**src/rtl/uart_regs_mc_pkg.sv**
```systemverilog
// Shared address map, register layouts and sizing helpers for uart_regs_mc.
package uart_regs_mc_pkg;

    localparam logic [7:0] ADDR_CR      = 8'h00;
    localparam logic [7:0] ADDR_SR      = 8'h01;
    localparam logic [7:0] ADDR_PKCNT   = 8'h02;
    localparam logic [7:0] ADDR_IER     = 8'h03;
    localparam logic [7:0] ADDR_PK0     = 8'h08;
    localparam logic [7:0] ADDR_PKCH    = 8'h0B;
    localparam logic [7:0] ADDR_CH_BASE = 8'h10;
    localparam logic [2:0] OFF_CHCR     = 3'd4;
    localparam logic [2:0] OFF_CHSR     = 3'd5;

    typedef struct packed {
        logic       soft_rst;
        logic [3:0] rsvd;
        logic       fifo_flush;
        logic [1:0] src_sel;
    } cr_t;

    typedef struct packed {
        logic alg_any;
        logic pk_ovf;
        logic pk_full;
        logic pk_empty;
        logic rx_f;
        logic rx_e;
        logic tx_f;
        logic tx_e;
    } sr_t;

    typedef struct packed {
        logic [5:0] rsvd;
        logic       rst;
        logic       en;
    } chcr_t;

    typedef struct packed {
        logic [3:0] rsvd;
        logic       alg_active;
        logic       th_inited;
        logic       ma_l;
        logic       ma_s;
    } chsr_t;

    // Sized for the widest supported counter; narrower builds zero-extend num.
    typedef struct packed {
        logic [2:0]  ch;
        logic [23:0] num;
    } peak_rec_t;

    function automatic int unsigned nb_bytes(input int unsigned width);
        return (width + 7) / 8;
    endfunction

endpackage

```
**src/rtl/uart_regs_mc_peak_fifo.sv**
```systemverilog
// Synchronous FIFO with flush; a pop frees a slot for a same-cycle push when full.
module peak_fifo #(
    parameter int unsigned WIDTH = 25,
    parameter int unsigned DEPTH = 8
) (
    input  logic                     i_clk,
    input  logic                     i_rst,
    input  logic                     i_push,
    input  logic [WIDTH-1:0]         i_data,
    input  logic                     i_pop,
    input  logic                     i_flush,
    output logic [WIDTH-1:0]         o_data,
    output logic                     o_full,
    output logic                     o_empty,
    output logic [$clog2(DEPTH):0]   o_count
);
    localparam int unsigned AW = $clog2(DEPTH);

    logic [WIDTH-1:0] r_mem [DEPTH];
    logic [AW-1:0]    r_wr_ptr;
    logic [AW-1:0]    r_rd_ptr;
    logic [AW:0]      r_count;
    logic             w_do_push;
    logic             w_do_pop;

    assign o_empty   = (r_count == '0);
    assign o_full    = (r_count == (AW+1)'(DEPTH));
    assign o_data    = r_mem[r_rd_ptr];
    assign o_count   = r_count;
    assign w_do_pop  = i_pop && !o_empty && !i_flush;
    assign w_do_push = i_push && !i_flush && (!o_full || w_do_pop);

    always_ff @(posedge i_clk or posedge i_rst) begin
        if (i_rst) begin
            r_wr_ptr <= '0;
            r_rd_ptr <= '0;
            r_count  <= '0;
            for (int unsigned i = 0; i < DEPTH; i++) r_mem[i] <= '0;
        end else if (i_flush) begin
            r_wr_ptr <= '0;
            r_rd_ptr <= '0;
            r_count  <= '0;
        end else begin
            if (w_do_push) begin
                r_mem[r_wr_ptr] <= i_data;
                r_wr_ptr        <= r_wr_ptr + 1'b1;
            end
            if (w_do_pop) r_rd_ptr <= r_rd_ptr + 1'b1;
            case ({w_do_push, w_do_pop})
                2'b10:   r_count <= r_count + 1'b1;
                2'b01:   r_count <= r_count - 1'b1;
                default: r_count <= r_count;
            endcase
        end
    end

endmodule

```
**src/rtl/uart_regs_mc.sv**
```systemverilog
// Multi-channel UART register bank: sample injection, channel control/status, R-peak FIFO.
// Optional interrupt output enabled by defining UART_REGS_IRQ_EN.
module uart_regs_mc
    import uart_regs_mc_pkg::*;
#(
    parameter int unsigned NUM_CH     = 2,
    parameter int unsigned SAMPLE_W   = 16,
    parameter int unsigned CTR_WIDTH  = 22,
    parameter int unsigned PEAK_DEPTH = 8
) (
    input  logic                         i_clk,
    input  logic                         i_rst,
    input  logic [7:0]                   i_rwaddr,
    input  logic [7:0]                   i_write_data,
    input  logic                         i_wr_req,
    input  logic                         i_rd_req,
    input  logic                         i_peak_vld,
    input  logic [2:0]                   i_peak_ch,
    input  logic [CTR_WIDTH-1:0]         i_peak_num,
    input  logic [NUM_CH-1:0]            i_mas_valid,
    input  logic [NUM_CH-1:0]            i_mal_valid,
    input  logic [NUM_CH-1:0]            i_th_inited,
    input  logic [NUM_CH-1:0]            i_alg_active,
    input  logic                         i_tx_fifo_e,
    input  logic                         i_tx_fifo_f,
    input  logic                         i_rx_fifo_e,
    input  logic                         i_rx_fifo_f,
    output logic [7:0]                   o_read_data,
    output logic [NUM_CH*SAMPLE_W-1:0]   o_ecg_value,
    output logic [NUM_CH-1:0]            o_ecg_value_vld,
    output logic [NUM_CH-1:0]            o_alg_nrst,
    output logic [NUM_CH-1:0]            o_alg_en,
    output logic [1:0]                   o_src_sel,
    output logic                         o_irq
);
    localparam int unsigned NB    = nb_bytes(SAMPLE_W);
    localparam int unsigned NBP   = nb_bytes(CTR_WIDTH);
    localparam int unsigned REC_W = 3 + CTR_WIDTH;
    localparam int unsigned CNT_W = $clog2(PEAK_DEPTH) + 1;

    logic [1:0]                 r_src_sel;
    logic                       r_flush;
    logic                       r_soft_rst;
    sr_t                        r_sr;
    chsr_t                      r_chsr [NUM_CH];
    logic [NUM_CH-1:0]          r_ch_en;
    logic [NUM_CH-1:0]          r_ch_rst;
    logic [NB*8-1:0]            r_din [NUM_CH];
    logic [NUM_CH*SAMPLE_W-1:0] r_ecg;
    logic [NUM_CH-1:0]          r_ecg_vld;
    peak_rec_t                  r_hold;
    logic                       r_pk_ovf;
    logic [7:0]                 r_read_data;

    logic [NB*8-1:0]            w_din_next [NUM_CH];
    logic [NUM_CH-1:0]          w_ch_sel;
    logic [NUM_CH-1:0]          w_commit;
    logic [4:0]                 w_ch_idx;
    logic [2:0]                 w_off;
    logic                       w_ch_hit;
    logic                       w_cr_wr;
    logic                       w_sr_rd;
    logic                       w_pk_push;
    logic                       w_pk_pop;
    logic                       w_pk_full;
    logic                       w_pk_empty;
    logic                       w_ovf_set;
    logic [REC_W-1:0]           w_pk_head;
    logic [CNT_W-1:0]           w_pk_count;
    peak_rec_t                  w_head_rec;
    logic [7:0]                 w_rd_byte;

    assign w_ch_idx  = i_rwaddr[7:3] - 5'd2;
    assign w_off     = i_rwaddr[2:0];
    assign w_ch_hit  = (i_rwaddr >= ADDR_CH_BASE) && (w_ch_idx < 5'(NUM_CH));
    assign w_cr_wr   = i_wr_req && (i_rwaddr == ADDR_CR);
    assign w_sr_rd   = i_rd_req && (i_rwaddr == ADDR_SR);
    assign w_pk_push = i_peak_vld && ({1'b0, i_peak_ch} < 4'(NUM_CH));
    assign w_pk_pop  = i_rd_req && (i_rwaddr == ADDR_PK0);
    // A full FIFO only overflows when no pop frees a slot and no flush discards the push.
    assign w_ovf_set = w_pk_push && w_pk_full && !(w_pk_pop && !w_pk_empty) && !r_flush;

    always_comb begin
        w_head_rec     = '0;
        w_head_rec.ch  = w_pk_head[REC_W-1 -: 3];
        w_head_rec.num = 24'(w_pk_head[CTR_WIDTH-1:0]);
    end

    always_comb begin
        w_ch_sel = '0;
        w_commit = '0;
        for (int unsigned c = 0; c < NUM_CH; c++) begin
            w_ch_sel[c]   = w_ch_hit && (w_ch_idx == 5'(c));
            w_commit[c]   = i_wr_req && w_ch_sel[c] && (w_off == 3'(NB - 1));
            w_din_next[c] = r_din[c];
            for (int unsigned b = 0; b < NB; b++) begin
                if (i_wr_req && w_ch_sel[c] && (w_off == 3'(b)))
                    w_din_next[c][8*b +: 8] = i_write_data;
            end
        end
    end

    peak_fifo #(
        .WIDTH (REC_W),
        .DEPTH (PEAK_DEPTH)
    ) u_peak_fifo (
        .i_clk   (i_clk),
        .i_rst   (i_rst),
        .i_push  (w_pk_push),
        .i_data  ({i_peak_ch, i_peak_num}),
        .i_pop   (w_pk_pop),
        .i_flush (r_flush),
        .o_data  (w_pk_head),
        .o_full  (w_pk_full),
        .o_empty (w_pk_empty),
        .o_count (w_pk_count)
    );

    always_ff @(posedge i_clk or posedge i_rst) begin
        if (i_rst) begin
            r_src_sel   <= '0;
            r_flush     <= 1'b0;
            r_soft_rst  <= 1'b0;
            r_sr        <= '0;
            r_pk_ovf    <= 1'b0;
            r_hold      <= '0;
            r_read_data <= '0;
        end else begin
            r_flush    <= w_cr_wr && i_write_data[2];
            r_soft_rst <= w_cr_wr && i_write_data[7];
            if (w_cr_wr) r_src_sel <= i_write_data[1:0];

            r_sr.tx_e     <= i_tx_fifo_e;
            r_sr.tx_f     <= i_tx_fifo_f;
            r_sr.rx_e     <= i_rx_fifo_e;
            r_sr.rx_f     <= i_rx_fifo_f;
            r_sr.pk_empty <= w_pk_empty;
            r_sr.pk_full  <= w_pk_full;
            r_sr.pk_ovf   <= r_pk_ovf;
            r_sr.alg_any  <= |i_alg_active;

            if (r_flush)        r_pk_ovf <= 1'b0;
            else if (w_ovf_set) r_pk_ovf <= 1'b1;
            else if (w_sr_rd)   r_pk_ovf <= 1'b0;

            if (w_pk_pop) r_hold <= w_pk_empty ? '0 : w_head_rec;
            if (i_rd_req) r_read_data <= w_rd_byte;
        end
    end

    always_ff @(posedge i_clk or posedge i_rst) begin
        if (i_rst) begin
            r_ch_en   <= '0;
            r_ch_rst  <= '0;
            r_ecg     <= '0;
            r_ecg_vld <= '0;
            for (int unsigned c = 0; c < NUM_CH; c++) begin
                r_din[c]  <= '0;
                r_chsr[c] <= '0;
            end
        end else begin
            for (int unsigned c = 0; c < NUM_CH; c++) begin
                r_din[c]     <= w_din_next[c];
                r_ecg_vld[c] <= w_commit[c];
                if (w_commit[c]) r_ecg[c*SAMPLE_W +: SAMPLE_W] <= w_din_next[c][SAMPLE_W-1:0];
                r_ch_rst[c] <= i_wr_req && w_ch_sel[c] && (w_off == OFF_CHCR) && i_write_data[1];
                if (i_wr_req && w_ch_sel[c] && (w_off == OFF_CHCR)) r_ch_en[c] <= i_write_data[0];
                r_chsr[c]            <= '0;
                r_chsr[c].ma_s       <= i_mas_valid[c];
                r_chsr[c].ma_l       <= i_mal_valid[c];
                r_chsr[c].th_inited  <= i_th_inited[c];
                r_chsr[c].alg_active <= i_alg_active[c];
            end
        end
    end

`ifdef UART_REGS_IRQ_EN
    logic [7:0] r_ier;
    logic       r_irq;

    always_ff @(posedge i_clk or posedge i_rst) begin
        if (i_rst) begin
            r_ier <= '0;
            r_irq <= 1'b0;
        end else begin
            if (i_wr_req && (i_rwaddr == ADDR_IER)) r_ier <= i_write_data;
            r_irq <= |(r_ier[1:0] & {r_pk_ovf, !w_pk_empty});
        end
    end
    assign o_irq = r_irq;
`else
    assign o_irq = 1'b0;
`endif

    // Read mux sees pre-write state, so a simultaneous write is invisible to this read.
    always_comb begin
        w_rd_byte = '0;
        case (i_rwaddr)
            ADDR_CR:    w_rd_byte = {r_soft_rst, 4'b0000, r_flush, r_src_sel};
            ADDR_SR:    w_rd_byte = r_sr;
            ADDR_PKCNT: w_rd_byte = 8'(w_pk_count);
            ADDR_PKCH:  w_rd_byte = {5'b00000, r_hold.ch};
`ifdef UART_REGS_IRQ_EN
            ADDR_IER:   w_rd_byte = r_ier;
`endif
            default:    w_rd_byte = '0;
        endcase
        for (int unsigned k = 0; k < NBP; k++) begin
            if (i_rwaddr == ADDR_PK0 + 8'(k))
                w_rd_byte = (k == 0) ? (w_pk_empty ? 8'h00 : w_head_rec.num[7:0])
                                     : r_hold.num[8*k +: 8];
        end
        for (int unsigned c = 0; c < NUM_CH; c++) begin
            if (w_ch_sel[c]) begin
                for (int unsigned b = 0; b < NB; b++) begin
                    if (w_off == 3'(b)) w_rd_byte = r_din[c][8*b +: 8];
                end
                if (w_off == OFF_CHCR) w_rd_byte = {6'b000000, r_ch_rst[c], r_ch_en[c]};
                if (w_off == OFF_CHSR) w_rd_byte = r_chsr[c];
            end
        end
    end

    assign o_read_data     = r_read_data;
    assign o_ecg_value     = r_ecg;
    assign o_ecg_value_vld = r_ecg_vld;
    assign o_alg_nrst      = ~(r_ch_rst | {NUM_CH{r_soft_rst}});
    assign o_alg_en        = r_ch_en;
    assign o_src_sel       = r_src_sel;

endmodule
```
**config.mk**
```make
export PLATFORM = sky130hd
export DESIGN_NAME = uart_regs_mc
export DESIGN_NICKNAME = d
export VERILOG_FILES = /design/src/rtl/uart_regs_mc_pkg.sv /design/src/rtl/uart_regs_mc_peak_fifo.sv /design/src/rtl/uart_regs_mc.sv
export SDC_FILE = /design/constraint.sdc
export NUM_CORES = 1
export LEC_CHECK = 0
export ABC_AREA = 1
export CAP_MARGIN = 0
export CORE_MARGIN = 2
export CORE_UTILIZATION = 69
export CTS_CLUSTER_DIAMETER = 80
export CTS_CLUSTER_SIZE = 25
export DETAILED_ROUTE_END_ITERATION = 6
export DONT_BUFFER_PORTS = 1
export GPL_ROUTABILITY_DRIVEN = 0
export PLACE_DENSITY = 0.85
export SLEW_MARGIN = 30
export SYNTH_ARGS = -nofsm -noshare
export SYNTH_HDL_FRONTEND = slang
export SYNTH_SLANG_ARGS = --single-unit
```
**constraint.sdc**
```tcl
create_clock -name i_clk -period 23.3 [get_ports i_clk]
set_input_delay 3.495 -clock i_clk [delete_from_list [all_inputs] [get_ports i_clk]]
set_output_delay 3.495 -clock i_clk [all_outputs]
set_load 0.1 [all_outputs]
```
==> key figures <==
Final layout
  – Ant diodes: 0
  – Design area: 0.01514 mm2
  – Nets: 1,678
  – Share of layout cells above drive strength 1: 6.320%
  – Synth-to-Final Area Change: 3.118%

Pwr
  – VDD IR max: 0.07573 mV
  – Pwr dens: 94.51 mW/mm2
  – Leakage power total: 7.462 nW

Floorplan
  – Die H: 149.9 um
  – Die ar.: 0.02247 mm2
  – Number of core rows: 53
  – Core area: 0.02096 mm2
  – IO Pins: 107
  – Effective utilization at floorplan: 70.09%
  – Die Width: 149.9 um

Synth
  – Yosys reg bits: 326
  – Synth Instances: 1,676
  – Avg Inst Size Synth: 8.763 um2
  – Yosys Warn Count: 0
  – Async S/R FF share, synth: 100.0%
  – Ys flop type: dfrtp_1
  – Net count after synthesis: 1,742
  – Post-synth EDFFs: 0
  – Netlist cell types: 42
  – Sequential fraction of the synthesis area: 55.55%
  – Mapped cell area: 0.01469 mm2

Timing
  – Fin crit period: 5757 ps
  – Hold Vio Cnt, Final: 0
  – Final setup skew: 30.26 ps
  – RSZ-0062 raised after global routing: no
  – Pins Over Slew Limit: 0
  – Fin crit share: 24.71%
  – FMAX: 173.7 MHz
  – Fin Setup TNS: 0 ps
  – Final setup viols: 0
  – Slew at the pin with the worst max-slew slack: 969.0 ps
  – Slew headroom: 35.40%

Placement
  – Post-DP Area: 0.01462 mm2
  – Port Buf Inserts: 0
  – DP HPWL: 21,960 um

Critical path
  – Worst setup SP type: input pin
  – Crit end category: flop
  – Crit path max fanout: 16
  – Worst setup path end: o_ecg_value[19]$_DFFE_PP0P_
  – Reg2Reg Setup Slack: 20,320 ps
  – Arrival @ worst endpoint: 6170 ps
  – CP startpoint: i_rwaddr[5]
  – Setup Crit Path Kind: in -> reg
  – CP required: 23,710 ps
  – RR Startpoint: u_peak_fifo.r_rd_ptr[1]$_DFFE_PP0P_
  – Critical R2R Capture: o_read_data[0]$_DFFE_PP0P_
  – Worst Reg-to-Reg Cells: 18

Clocking
  – Setup repair bufs after CTS: 0
  – Worst skew pair latency: 520 ps
  – H-tree depth: 1
  – CTS Buffer Depth: 3
  – Clk sinks: 326
  – Clock tree root buffer cell: clkbuf_16
  – CTS tree: done
  – Hold_buf cts: 0
  – # resized after CTS: 0
  – CTS Buf Count: 17
  – Worst-path clk slew: 100 ps

Worst hold path
  – Type of the most critical hold path: reg -> reg

Route
  – Vias: 11,773
  – WL final: 35,820 um
  – Drt wl/cell: 18.96 um
  – Remaining antenna violation count after routing: 0
  – Initial DRC Count: 1,518
  – Vias per cell: 6.232
  – # DRC: 0
  – 1st-pass router iterations: 6

GRT
  – Vias in the first global route: 11,390
  – Largest net degree at the start of global routing: 193
  – First-pass GRT wire length: 58,300 um
  – Total track usage: 32.52%
  – Initial antenna violation count: 0
  – GRT Residual Overflow: 0

Run status
  – Outcome: completed

Run
  – Number of max-cap violations: 0
==> layout by cell type, fill, tap and decap left out, drive strengths merged <==
cell      netlist  layout
o21bai          2       2
o21ai         403     403
mux2           16      16
xnor2           2       2
inv           147     147
o22ai          29      29
a21oi          25      25
o2111ai         1       1
xor2            4       4
conb            1       1
or2             3       3
clkinvlp        0       1
nor4            1       1
dfrtp         326     326
buf            40      17
a221oi          1       1
clkinv          1       3
o211ai          9       9
nor3            5       5
clkbuf         60      18
nor2          152     152
fa              1       1
nand2         362     362
nand3          40      40
o21a            2       2
ha              7       7
nand4          14      14
o221ai         22      22
==> worst min path at each step <==
stage | cells past startpoint | endpoint | from | slack (ps)
2_1_floorplan | 0 | r_sr[6]$_DFF_PP0_ | r_pk_ovf$_DFFE_PP0P_ | 350
3_3_place_gp | 0 | r_sr[6]$_DFF_PP0_ | r_pk_ovf$_DFFE_PP0P_ | 350
3_5_place_dp | 0 | r_sr[6]$_DFF_PP0_ | r_pk_ovf$_DFFE_PP0P_ | 380
4_1_cts | 0 | r_sr[6]$_DFF_PP0_ | r_pk_ovf$_DFFE_PP0P_ | 400
5_1_grt | 0 | r_sr[6]$_DFF_PP0_ | r_pk_ovf$_DFFE_PP0P_ | 400
6_report | 0 | r_sr[6]$_DFF_PP0_ | r_pk_ovf$_DFFE_PP0P_ | 400
==> where the power goes <==
part	switching (mW)	total, mW	internal [mW]
Sequential	0.101	0.816	0.715
Combinational	0.181	0.300	0.119
Clock	0.178	0.316	0.138
==> routing by layer <==
metal | GRT usage (%) | part of all wire, % | vias to the layer above
met5 | 0 | 0 | -
li1 | - | - | 5381
met2 | 49.73 | 47 | 590
met3 | 5.152 | 9.4 | 83
met1 | 48.48 | 41 | 5719
met4 | 10.24 | 2.6 | 0
==> per-stage QoR <==
stage / setup WS, ps / utilization [%] / hold WS (ps) / power (mW) / instances
2_1_floorplan: 10780 / - / 347.8 / 1.043 / 1676
3_3_place_gp: 17210 / 69.72 / 353.7 / 1.097 / 1866
3_5_place_dp: 17050 / 69.77 / 378.0 / 1.120 / 1866
4_1_cts: 17600 / 72.00 / 396.5 / 1.432 / 1887
5_1_grt: 17420 / 72.27 / 400.7 / 1.525 / 1889
6_report: 17540 / 72.27 / 404.6 / 1.431 / 1889
==> worst max-delay path, cell delays in order <==
cell and delay (ps):
inv_1 110, ha_1 180, xor2_1 160, inv_1 80
nand3_1 100, nor2_1 50, nand2_1 420, clkinv_1 420
nand3_1 530, o21ai_0 290, mux2_2 320
==> layout make-up <==
cell class                 instances  area [um2]
multi-input combinational       1102        5433
clock inverter                     3       28.78
sequential                       326        8159
timing repair buffer              17       167.7
clock buffer                      18       439.2
tap                              275       344.1
inverter                         148       573.1
fill                            1544        5811
==> cells by family after synthesis <==
| logic type | after synthesis | share of synthesized area, % |
|---|---|---|
| flops | 326 | 55.55 |
| mux | 16 | 1.227 |
| xor+xnor | 6 | 0.3578 |
| compound gates | 494 | 18.15 |
| buf+inv | 248 | 7.701 |
| other cells | 1 | 0.02553 |
| simple gates | 577 | 16.26 |
| fa+ha+maj | 8 | 0.7326 |
==> synth_stat cells (2+ instances only) <==
library cell  number  area share [%]
nor3_1             3            0.10
a21oi_1           25            0.85
nor2_2             2           0.085
o21ai_0          231             7.9
nand2_1          358             9.1
or2_2              3            0.13
nand4_1            6            0.26
o22ai_1           29             1.2
dfrtp_1          326              56
o21bai_1           2            0.10
o221ai_1          22             1.3
nand3_1           39             1.3
buf_4              2            0.10
o21ai_1          163             5.6
mux2_2            16             1.2
nand4_2            8            0.68
xnor2_1            2            0.12
buf_1              3           0.077
nor2_4             4            0.31
o211ai_1           9            0.46
o21ai_2            9            0.54
o21a_1             2            0.10
ha_1               7            0.60
xor2_1             4            0.24
nor2_1           146             3.7
clkbuf_1          60             1.5
inv_2              6            0.15
nand2_2            3            0.13
buf_6             23             1.8
buf_2             12            0.41
inv_1            140             3.6
==> state kept, by name (all words and copies together), names as in the netlist <==
signal                flops
u_peak_fifo.r_mem       200
o_ecg_value              32
r_din                    32
r_hold                   17
o_read_data               8
r_chsr                    8
r_sr                      8
u_peak_fifo.o_count       4
u_peak_fifo.r_rd_ptr      3
u_peak_fifo.r_wr_ptr      3
o_alg_en                  2
o_ecg_value_vld           2
o_src_sel                 2
r_ch_rst                  2
r_flush                   1
r_pk_ovf                  1
r_soft_rst                1
(Power assumes the default switching activity.)
